**config.mk**
```make
export PLATFORM = sky130hd
export DESIGN_NAME = axis_reg_slice
export DESIGN_NICKNAME = d
export VERILOG_FILES = /design/src/rtl/axis_reg_slice.sv
export SDC_FILE = /design/constraint.sdc
export NUM_CORES = 1
export LEC_CHECK = 0
export ABC_AREA = 1
export BUFFER_PORTS_ARGS = -buffer_cell sky130_fd_sc_hd__buf_2
export CAP_MARGIN = 20
export CORE_AREA = 2 2 39 41
export CTS_CLUSTER_DIAMETER = 100
export DETAILED_ROUTE_END_ITERATION = 7
export DIE_AREA = 0 0 41 43
export PLACE_DENSITY_LB_ADDON = 0.15
export SYNTH_ARGS = -nofsm -noshare
export SYNTH_HDL_FRONTEND = slang
export SYNTH_SLANG_ARGS = --single-unit
```
**constraint.sdc**
```tcl
create_clock -name clk -period 0.85 [get_ports clk]
set_clock_uncertainty 0.05 [all_clocks]
set_input_delay 0.255 -clock clk [delete_from_list [all_inputs] [get_ports clk]]
set_output_delay 0.255 -clock clk [all_outputs]
set_load 0.05 [all_outputs]
```
**src/rtl/axis_reg_slice.sv**
```systemverilog
`default_nettype none
// axis_reg_slice: one-deep full-throughput register stage for a valid/ready stream. Rev 1.0
module axis_reg_slice #(
  parameter int WIDTH = 8
) (
  input  logic             clk,
  input  logic             rst_n,
  input  logic [WIDTH-1:0] s_data_i,
  input  logic             s_valid_i,
  output logic             s_ready_o,
  output logic [WIDTH-1:0] m_data_o,
  output logic             m_valid_o,
  input  logic             m_ready_i
);

  logic [WIDTH-1:0] data_q;
  logic             valid_q;

  assign s_ready_o = !valid_q || m_ready_i;
  assign m_data_o  = data_q;
  assign m_valid_o = valid_q;

  always_ff @(posedge clk or negedge rst_n) begin
    if (!rst_n) begin
      data_q  <= '0;
      valid_q <= 1'b0;
    end else if (s_ready_o) begin
      valid_q <= s_valid_i;
      if (s_valid_i) begin
        data_q <= s_data_i;
      end
    end
  end

endmodule
`default_nettype wire

```
Yosys cells after proc, flatten, opt, wreduce, memory -nomap -nowiden. Index checks and enable logic that the tools add are counted. W data, S select, Z words.

Reduce and logical (&&, ||, !) cells: 3.

Operators with widths (count): $reduce_and A2 Y1 (1); $logic_not A1 Y1 (1); $logic_or A1 B1 Y1 (1).

Flip-flop bits (word level): 9. Input port bits: 12. Output and inout port bits: 10. Word-level logic and storage cells: 5.

Depth between registers and ports, before layout. Gate-level depths: netlist (run 1).

Depth in word-level cells: 3. Mapped depth: 5. Gate-level depth less buffers: 5.

Worst setup path before layout (run 1). OpenSTA, ideal clock, no wires.

Path kind: reg2out. From: reg valid_q (netlist: m_valid_o). To: out s_ready_o. Arrival time: 923 ps. Data required time: 545 ps. Slack: -378 ps. Cell stages (with the launch flop): 3. Cell sequence: dfrtp_1 > nand2_2 > buf_6.

Longest elaborated chain between the ends: 2.

RTL lines: start: declaration (line 17) `logic valid_q;`; start signal: assignment (line 28) `valid_q <= s_valid_i;`; $logic_not A1 Y1 (line 19) `assign s_ready_o = !valid_q || m_ready_i;`; $logic_or A1 B1 Y1 (line 19); end: declaration (line 10) `output logic s_ready_o,`.

Every way passes these cells.

Final worst setup path (run 1). Ends and elaborated chain as after synthesis.

==> results of run 1 <==
[power breakdown]
group          internal (W)  total, W  switching (W)
clock              0.000180  0.000317       0.000137
combinational      0.000203  0.000539       0.000336
sequential         0.000497  0.000540      0.0000429
[timing repair]
| action | in CTS | in global routing |
|---|---|---|
| buffers inserted | 1 | 0 |
| pin swaps | 1 | 0 |
| hold buffers | 1 | 0 |
| gates cloned | 1 | 0 |
| endpoints found under the hold margin | 9 | 0 |
| setup endpoints to repair | 19 | 19 |
| resized for setup | 24 | 0 |
[layer usage]
layer	global-route usage	wire length, um	vias to the layer above
met2	0.1625	431	16
met3	0.03141	74	2
met4	0.1000	8	0
met1	0.1572	371	164
met5	0	0	-
li1	-	-	186
[logic make-up (layout without fill, tap and decap cells)]
family        count (synthesis)  in the layout  share of synthesized area
simple gates                 27             28                     0.3163
flops                         9              9                     0.6123
buf+inv                       3             33                    0.07141
[metrics by stage]
step	worst slack, ps	TNS (ps)	std cells
floorplan	-249.2	-2187	39
finish	-340.1	-4495	86
detailed placement	-199.8	-2070	79
global route	-378.7	-5260	86
CTS	-347.7	-4601	86
global placement	-177.7	-1843	79
[state kept, by name (all words and copies together), names as in the netlist]
name,flops
m_valid_o,1
m_data_o,8
[tightest hold or removal path: cells and delay by family]
kind | cells | cell delay, ps
AND/OR/NAND/NOR | 2 | 120
buffers and inverters | 1 | 70
[cells in the final DEF, fill, tap and decap left out]
cell | synthesis | routed
nand2_1 | 17 | 17
buf_2 | 0 | 11
dfrtp_2 | 0 | 9
buf_6 | 2 | 9
nand3_1 | 8 | 8
buf_4 | 0 | 6
clkbuf_4 | 0 | 3
nand2_4 | 0 | 2
inv_1 | 1 | 1
nand2_8 | 0 | 1
clkbuf_1 | 0 | 1
dlygate4sd3_1 | 0 | 1
buf_8 | 0 | 1
[how the worst max path moves through the flow]
stage / from / to / cells after the start
floorplan: m_valid_o / s_ready_o / 2
global placement: m_valid_o / s_ready_o / 2
detailed placement: m_valid_o / s_ready_o / 2
CTS: m_valid_o / s_ready_o / 2
global route: m_valid_o / s_ready_o / 2
finish: m_valid_o / s_ready_o / 2
[final cells by class]
type,instances,area [sq um],share of cell area
clock buffers,4,26.28,0.03985
inverters,1,3.754,0.005693
multi-input cells,28,146.4,0.2220
flip-flops and latches,9,236.5,0.3586
well taps,16,20.02,0.03036
repair buffers,28,226.5,0.3435
==> metrics.md, run 1 <==
| Metric | Value |
|---|---|
| Worst-margin pin slew | `about 210 ps` |
| Synthesized area | `367.9 sq um` |
| Hold Slack | `175.9 ps` |
| Via count | `368` |
| Ports | `22` |
| Post-layout util | `0.4765` |
| CTS sink cnt | `9` |
| Core ar. | `1384 sq um` |
| Synth-to-layout area growth | `79.25%` |
| Synth warnings | `0` |
| Crit Path Class | `reg2out` |
| Root Buffer | `clkbuf_4` |
| Critical-path maximum fanout | `2` |
| CTS H-tree depth | `1` |
| FF-to-FF End | `m_data_o[0]` |
| Sequential-to-total area share from yosys stat | `0.6122` |
| Final nets | `83` |
| Max-slew violations | `0` |
| Proportion of layout cells with a drive suffix above 1 | `0.6000` |
| Avg Cell Area, Syn | `~9.4 sq um` |
| CP delay by family, top | `flip-flops` |
| Post-synth cell types | `6` |
| Fin area | `around 660 sq um` |
| Clock Path Buffers | `2` |
| Cts bufs inserted | `3` |
| Failing checks | `setup timing` |
| Rel. slew slack | `0.8632` |
| RSZ-0062 raised after global routing | `yes` |
| Fin. Hold Viols | `0` |
| Fraction of registers with async set/reset | `1.000` |
| Leak pwr | `0.3477 nW` |
| Synth Net Count | `51` |
| Worst Path Arrival | `slightly below 900 ps` |
| Initial drt markers | `1` |
| Hold Path Stages | `3` |
| Min-delay src | `s_data_i[7]` |
| Fmax | `840.3 MHz` |
| Port bufs | `21` |
| Outcome | `finished, violations left` |
| Number of synthesized flops with an enable pin | `0` |
| Maximum VDD drop | `0.8276 mV` |
| First-pass GRT wire length | `between 1000 and 1500 um` |
| CP endpoint kind | `output port` |
| Power, Total | `0.001396 W` |
| Largest net degree at the start of global routing | `10` |
| R2R Setup Slk | `-210 ps` |
| Fin crit period | `1190 ps` |
| Die Area | `1763 sq um` |
| Max Cap Viol | `0` |
| Post-DP HPWL | `around 660 um` |
| Startpoint Class | `flip-flop` |
| Flops & latches, synth | `9` |
| Post-route ant nets | `0` |
| Synth area leader | `dfrtp_1` |
| Cells after Synth | `39` |
| Vias in the first global route | `~330` |
| Final setup viols | `19` |
| GRT Total Usage | `0.1220` |
| Top post-synthesis cells by area | `dfrtp_1, nand2_1, nand3_1` |
| Reg2Reg Depth | `6` |
| DRC violations left | `0` |
| First drt pass iteration count | `2` |
| Clk slew on worst S/H paths | `around 60 ps` |
| Area after DPL | `519.2 sq um` |
| Die H | `43 um` |
| P per Cell Area | `about 2100 nW/um^2` |
| Critical Path RT | `540 ps` |
| DR WL/cell | `between 10 and 15 um` |
| Worst stage delay on the critical path | `420 ps` |
| Hold Path End | `m_data_o[7]` |
| CP bufs+invs | `1` |
| Slowest-stage cell, CP | `dfrtp_2` |
| CTS tree | `built` |
| Synth top cells by count | `nand2_1, dfrtp_1, nand3_1` |
| PnR worst setup slack | `-340.1 ps` |
| Grt total ovfl | `0` |
| Final WL | `between 800 and 900 um` |
| Initial antenna violation count | `0` |
| Part of the cycle the worst path needs | `1.400` |
| Fillcell total | `144` |
| Post-DR vias/cell | `4.279` |
| Site row count | `14` |
| Top-count cell post-synth | `nand2_1` |
| Gpl congestion | `0.5618` |
| N_diodes | `0` |
| Yosys top cell area share | `0.6122` |
| Initial Util | `0.2658` |
| Die width | `41 um` |
| Hold Path Class | `in2reg` |
| Worst-path cell chain | `nand2_4 > buf_8` |
| Reg-to-reg startpoint | `m_valid_o` |
| Clk_lat worst skew | `approximately 250 ps` |
| Main flop type after synthesis | `dfrtp_1` |
Power figures use the tool's default switching activity.
==> run 2, diff against run 1 <==
--- a/config.mk
+++ b/config.mk
@@ -5,7 +5,6 @@
 export SDC_FILE = /design/constraint.sdc
 export NUM_CORES = 1
 export LEC_CHECK = 0
-export ABC_AREA = 1
 export BUFFER_PORTS_ARGS = -buffer_cell sky130_fd_sc_hd__buf_2
 export CAP_MARGIN = 20
 export CORE_AREA = 2 2 39 41
@@ -13,6 +12,7 @@
 export DETAILED_ROUTE_END_ITERATION = 7
 export DIE_AREA = 0 0 41 43
 export PLACE_DENSITY_LB_ADDON = 0.15
+export SKIP_CTS_REPAIR_TIMING = 1
 export SYNTH_ARGS = -nofsm -noshare
 export SYNTH_HDL_FRONTEND = slang
 export SYNTH_SLANG_ARGS = --single-unit
==> run 2 against run 1 <==
Compared with the run above: the run still ends with setup timing left; worst hold slack improved by 4.3 ps; via count fell by 29%; routed wire length fell by 20%; power rose by 1.2%; synthesized area rose by 4.8%; combinational power rose by 4.3%; sequential cell count did not move; utilization fell by 1.9 points; critical path type unchanged; critical endpoint unchanged; largest cell class unchanged.
==> metrics.md, run 2 <==
| Metric | Value |
|---|---|
| CTS sink cnt | `9` |
| Slowest-stage cell, CP | `dfrtp_2` |
| CP bufs+invs | `1` |
| Port bufs | `21` |
| Commonest non-fill, non-tap cell in the layout | `buf_2` |
| RSZ-0062 raised after global routing | `yes` |
| Synth Net Count | `32` |
| Fmax | `835.9 MHz` |
| Flops & latches, synth | `9` |
| Final setup viols | `19` |
| Post-DP HPWL | `546.8 um` |
| Storage element area | `226.5 sq um` |
| Max-slew violations | `0` |
| Synth area leader | `dfrtp_1` |
| Gpl congestion | `~0.52` |
| Worst stage delay on the critical path | `420 ps` |
| Reg2Reg Depth | `4` |
| Part of the cycle the worst path needs | `1.407` |
| Main flop type after synthesis | `dfrtp_1` |
| Fraction of registers with async set/reset | `1.000` |
| Cells after Synth | `20` |
| Worst-path cell chain | `nand2b_4 > buf_8` |
| Fin crit period | `1196 ps` |
| First drt pass iteration count | `2` |
| Post-layout util | `0.4575` |
| Clock Path Buffers | `2` |
| Grt total ovfl | `0` |
| Post-DR vias/cell | `4.046` |
| Startpoint Class | `flip-flop` |
| Initial Util | `0.2785` |
| Number of synthesized flops with an enable pin | `0` |
| CP endpoint kind | `output port` |
| Max reg flops | `8` |
| Initial antenna violation count | `0` |
| Reg-to-reg startpoint | `m_valid_o` |
| FF-to-FF End | `m_data_o[0]` |
| Hold Slack | `180.2 ps` |
| Rel. slew slack | `0.8641` |
| Critical-path maximum fanout | `2` |
| Placed insts | `57` |
| N_diodes | `0` |
| Post-route ant nets | `0` |
| Top-count cell post-synth | `dfrtp_1` |
| Via count | `263` |
| Leak pwr | `0.3268 nW` |
| Worst-margin pin slew | `slightly above 200 ps` |
| Die H | `43 um` |
| Proportion of layout cells with a drive suffix above 1 | `0.7755` |
| Clk slew on worst S/H paths | `60 ps` |
| Synthesized area | `385.4 sq um` |
| CTS H-tree depth | `1` |
| GRT Total Usage | `0.09229` |
| Outcome | `finished, violations left` |
| Fillcell total | `between 100 and 150` |
| Site row count | `14` |
| Final nets | `just over 60` |
| Critical Path RT | `540 ps` |
| First-pass GRT wire length | `1055 um` |
| Final WL | `712 um` |
| Yosys top cell area share | `0.5844` |
| CP delay by family, top | `flip-flops` |
| Clk_lat worst skew | `250 ps` |
| Die Area | `1763 sq um` |
| Top post-synthesis cells by area | `dfrtp_1, mux2_4, nand2_8` |
| CP endpoint | `s_ready_o` |
| Avg Cell Area, Syn | `19.27 sq um` |
| Post-synth cell types | `5` |
| Most frequent cells in the layout | `buf_2, mux2_4, dfrtp_1, buf_6, clkbuf_4` |
| Failing checks | `setup timing` |
| Synth top cells by count | `dfrtp_1, mux2_4, nand2_8, nand2b_1, nand2b_4` |
| Root Buffer | `clkbuf_4` |
| Synth warnings | `0` |
| DR WL/cell | `10.95 um` |
| Pre-CTS WS | `-263.2 ps` |
| Fin. Hold Viols | `0` |
| Largest net degree at the start of global routing | `10` |
| Initial drt markers | `2` |
| Worst setup path startpoint | `m_valid_o` |
| Power, Total | `roughly 0.0014 W` |
| DRC violations left | `0` |
| Synth-to-layout area growth | `64.29%` |
| Hold Path Class | `in2reg` |
| Die width | `41 um` |
| PnR worst setup slack | `-346.3 ps` |
| R2R Setup Slk | `-350 ps` |
| Worst Path Arrival | `~900 ps` |
| Area of the multi-input gates | `160.2 sq um` |
| Crit Path Class | `reg2out` |
| Critical Path Stages | `2` |
| Post-Layout Cell Count | `65` |
| CTS tree | `built` |
| Core ar. | `1384 sq um` |
| P per Cell Area | `2231 nW/um^2` |
| Max Cap Viol | `0` |
| Cts bufs inserted | `3` |
| Maximum VDD drop | `0.8286 mV` |
| Sequential-to-total area share from yosys stat | `0.5844` |
| Ports | `22` |
| Vias in the first global route | `245` |
run 2: power by group:
group | internal [W] | switching (W) | leakage (nW) | total [W]
Clock | 0.000180 | 0.000136 | 0.0150 | 0.000316
Combinational | 0.000252 | 0.000310 | 0.208 | 0.000562
Sequential | 0.000489 | 0.0000453 | 0.104 | 0.000535
Total | 0.000921 | 0.000491 | 0.327 | 0.00141
run 2: kinds of logic (layout without fill, tap and decap cells):
logic type | after synthesis | in the layout | share of synthesized area
buffers and inverters | 0 | 29 | 0
DFF | 9 | 9 | 0.5844
muxes | 8 | 8 | 0.3117
and+or+nand+nor | 3 | 3 | 0.1039
run 2: area by class of cell:
| cell class | instances | share of cell area |
|---|---|---|
| Sequential cell | 9 | 0.3577 |
| Tap cell | 16 | 0.03162 |
| Clock buffer | 4 | 0.04150 |
| Multi-Input combinational cell | 11 | 0.2530 |
| Timing Repair Buffer | 25 | 0.3162 |
run 2: how the worst min path moves through the flow:
stage | slack (ps) | cells past startpoint | startpoint | endpoint
floorplan | -90 | 0 | rst_n | m_data_o[0]
global placement | 60 | 1 | rst_n | m_data_o[0]
detailed placement | 70 | 1 | rst_n | m_data_o[0]
CTS | -210 | 1 | rst_n | m_data_o[7]
global route | 170 | 2 | s_data_i[6] | m_data_o[6]
finish | 180 | 2 | s_data_i[2] | m_data_o[2]
run 2: routing by layer:
layer / vias to the layer above / share of wire / GRT usage / routed length, um
met5: - / 0 / 0 / 0
met4: 0 / 0 / 0.04000 / 0
met3: 0 / 0.083 / 0.04712 / 59
met2: 12 / 0.49 / 0.1250 / 347
met1: 124 / 0.43 / 0.1196 / 305
li1: 127 / - / - / -
run 2: through the flow:
stage	instance area (sq um)	setup TNS, ps
after floorplan	386.6	-4675
after global placement	511.7	-2571
after detailed placement	511.7	-2735
after CTS	538.0	-5384
after global routing	633.1	-5989
final	633.1	-5455
==> run 3, diff against run 2 <==
==> constraint.sdc (replaced) <==
create_clock -name clk -period 0.85 [get_ports clk]
set_clock_uncertainty 0.05 [all_clocks]
set_input_delay 0.17 -clock clk [delete_from_list [all_inputs] [get_ports clk]]
set_output_delay 0.17 -clock clk [all_outputs]
set_load 0.05 [all_outputs]
==> run 3 against run 2 <==
Compared with the run above: the run still ends with setup timing left; sequential power is essentially flat; count of clock-buffer cells in the layout did not move; routed wire length decreased by 2.5%; global-route usage is the same; maximum frequency up 3.6%; largest power group unchanged.
==> metrics.md, run 3 (same netlist as run 2, synthesis figures left out) <==
| Metric | Value |
|---|---|
| Reg2Reg Depth | `3` |
| Initial drt markers | `2` |
| Worst-margin pin slew | `248.7 ps` |
| Int Pwr | `0.0009158 W` |
| Rel. slew slack | `0.8354` |
| Via count | `259` |
| Leak pwr | `0.3211 nW` |
| Synth-to-layout area growth | `61.69%` |
| Placed insts | `57` |
| Site row count | `14` |
| RSZ-0062 raised after global routing | `yes` |
| Final nets | `61` |
| Worst setup path startpoint | `m_valid_o` |
| Pre-CTS WS | `-232.0 ps` |
| Max-slew violations | `0` |
| Psw | `0.0004889 W` |
| CTS tree | `built` |
| Post-DP HPWL | `546.8 um` |
| Hold Slack | `95.20 ps` |
| Core ar. | `1384 sq um` |
| Fin crit period | `between 1000 and 1500 ps` |
| R2R Setup Slk | `-250 ps` |
| Register share of total power | `0.380` |
| Cts bufs inserted | `3` |
| Critical Path RT | `630 ps` |
| Fmax | `866.2 MHz` |
| Fin. Hold Viols | `0` |
| Final setup viols | `18` |
| PnR worst setup slack | `-304.4 ps` |
| Part of the power in the clock network | `0.225` |
| Post-Layout Cell Count | `64` |
| Final WL | `694 um` |
| Worst Path Arrival | `between 900 and 1000 ps` |
| Die Area | `1763 sq um` |
| Part of the cycle the worst path needs | `1.358` |
| Switching Fraction | `0.3480` |
| Worst-path cell chain | `nand2b_4 > buf_8` |
| Hold Path Class | `in2reg` |
| DRC violations left | `0` |
| Clock Path Buffers | `2` |
| Root Buffer | `clkbuf_4` |
| FF-to-FF End | `m_data_o[6]` |
| P per Cell Area | `2254 nW/um^2` |
| CP endpoint | `s_ready_o` |
| Sum Neg Setup Slack | `-3866 ps` |
| Port bufs | `21` |
| Outcome | `finished, violations left` |
| Startpoint Class | `flip-flop` |
| Fin area | `623.1 sq um` |
| First-pass GRT wire length | `1055 um` |
| Worst stage delay on the critical path | `420 ps` |
| Initial Util | `0.2785` |
| Crit Path Class | `reg2out` |
| Slowest-stage cell, CP | `dfrtp_2` |
| Reg-to-reg startpoint | `m_valid_o` |
| Initial antenna violation count | `0` |
| Most frequent cells in the layout | `buf_2, mux2_4, dfrtp_1, buf_6, clkbuf_4` |
| DR WL/cell | `10.84 um` |
| Grt total ovfl | `0` |
| Commonest non-fill, non-tap cell in the layout | `buf_2` |
| GRT Total Usage | `0.09229` |
| Die H | `43 um` |
| Post-route ant nets | `0` |
| Area after DPL | `slightly above 500 sq um` |
| Clk_lat worst skew | `250 ps` |
| Die width | `41 um` |
| CTS H-tree depth | `1` |
| Proportion of layout cells with a drive suffix above 1 | `0.7708` |
| Maximum VDD drop | `0.8277 mV` |
| Vias in the first global route | `245` |
| Critical-path maximum fanout | `3` |
| CP bufs+invs | `1` |
| Max reg flops | `8` |
| Max Cap Viol | `0` |
| First drt pass iteration count | `2` |
| Clk slew on worst S/H paths | `60 ps` |
| CP delay by family, top | `flip-flops` |
| Ports | `22` |
| Post-DR vias/cell | `4.047` |
| Logic gate share of total power | `0.395` |
| CP endpoint kind | `output port` |
| Largest net degree at the start of global routing | `10` |
| Gpl congestion | `approximately 0.52` |
| CTS sink cnt | `9` |
| Failing checks | `setup timing` |
| Critical Path Stages | `2` |
| N_diodes | `0` |
[run 3: cell types whose count changed in the layout (fill, tap and decap cells not counted), sizes merged]
cell,change
clkbuf,-1
[run 3: worst min path at each step]
| stage | startpoint | endpoint | slack (ps) | depth (start not counted) |
|---|---|---|---|---|
| 2_1_floorplan | rst_n | m_data_o[0] | -180 | 0 |
| 3_3_place_gp | rst_n | m_data_o[0] | -20 | 1 |
| 3_5_place_dp | rst_n | m_data_o[0] | -10 | 1 |
| 4_1_cts | rst_n | m_data_o[7] | -300 | 1 |
| 5_1_grt | s_data_i[6] | m_data_o[6] | 80 | 2 |
| 6_report | s_data_i[2] | m_data_o[2] | 100 | 2 |
[run 3: layout make-up]
cell class	count	area [sq um]
fillers	129	760.7
flip-flops and latches	9	226.5
repair buffers	24	190.2
multi-input cells	11	160.2
clock buffers	4	26.28
well taps	16	20.02
[run 3: power by group through the flow]
| stage | logic [W] | registers (W) | clock network, W |
|---|---|---|---|
| global placement | 0.000455 | 0.000525 | 0 |
| floorplan | 0.000131 | 0.000741 | 0 |
| CTS | 0.000461 | 0.000521 | 0.000335 |
| finish | 0.000555 | 0.000534 | 0.000316 |
| detailed placement | 0.000459 | 0.000528 | 0 |
| global route | 0.000578 | 0.000538 | 0.000368 |
[run 3: metrics by stage]
step	power, W	util
detailed placement	0.0009878	0.3698
global route	0.001484	0.4503
floorplan	0.0008713	-
CTS	0.001316	0.3888
finish	0.001405	0.4503
global placement	0.0009801	0.3698
[run 3: layer usage]
metal  track usage  wire length (um)  up-vias
met5             0                 0        -
met2        0.1250               332       12
li1              -                 -      126
met4       0.04000                 0        0
met1        0.1196               301      121
met3       0.04712                60        0
[run 3: worst reg2reg max path: stages, from the launching register on]
cell	delay, ps
dfrtp_2	420
nand2b_4	120
nand2_8	100
mux2_4	310
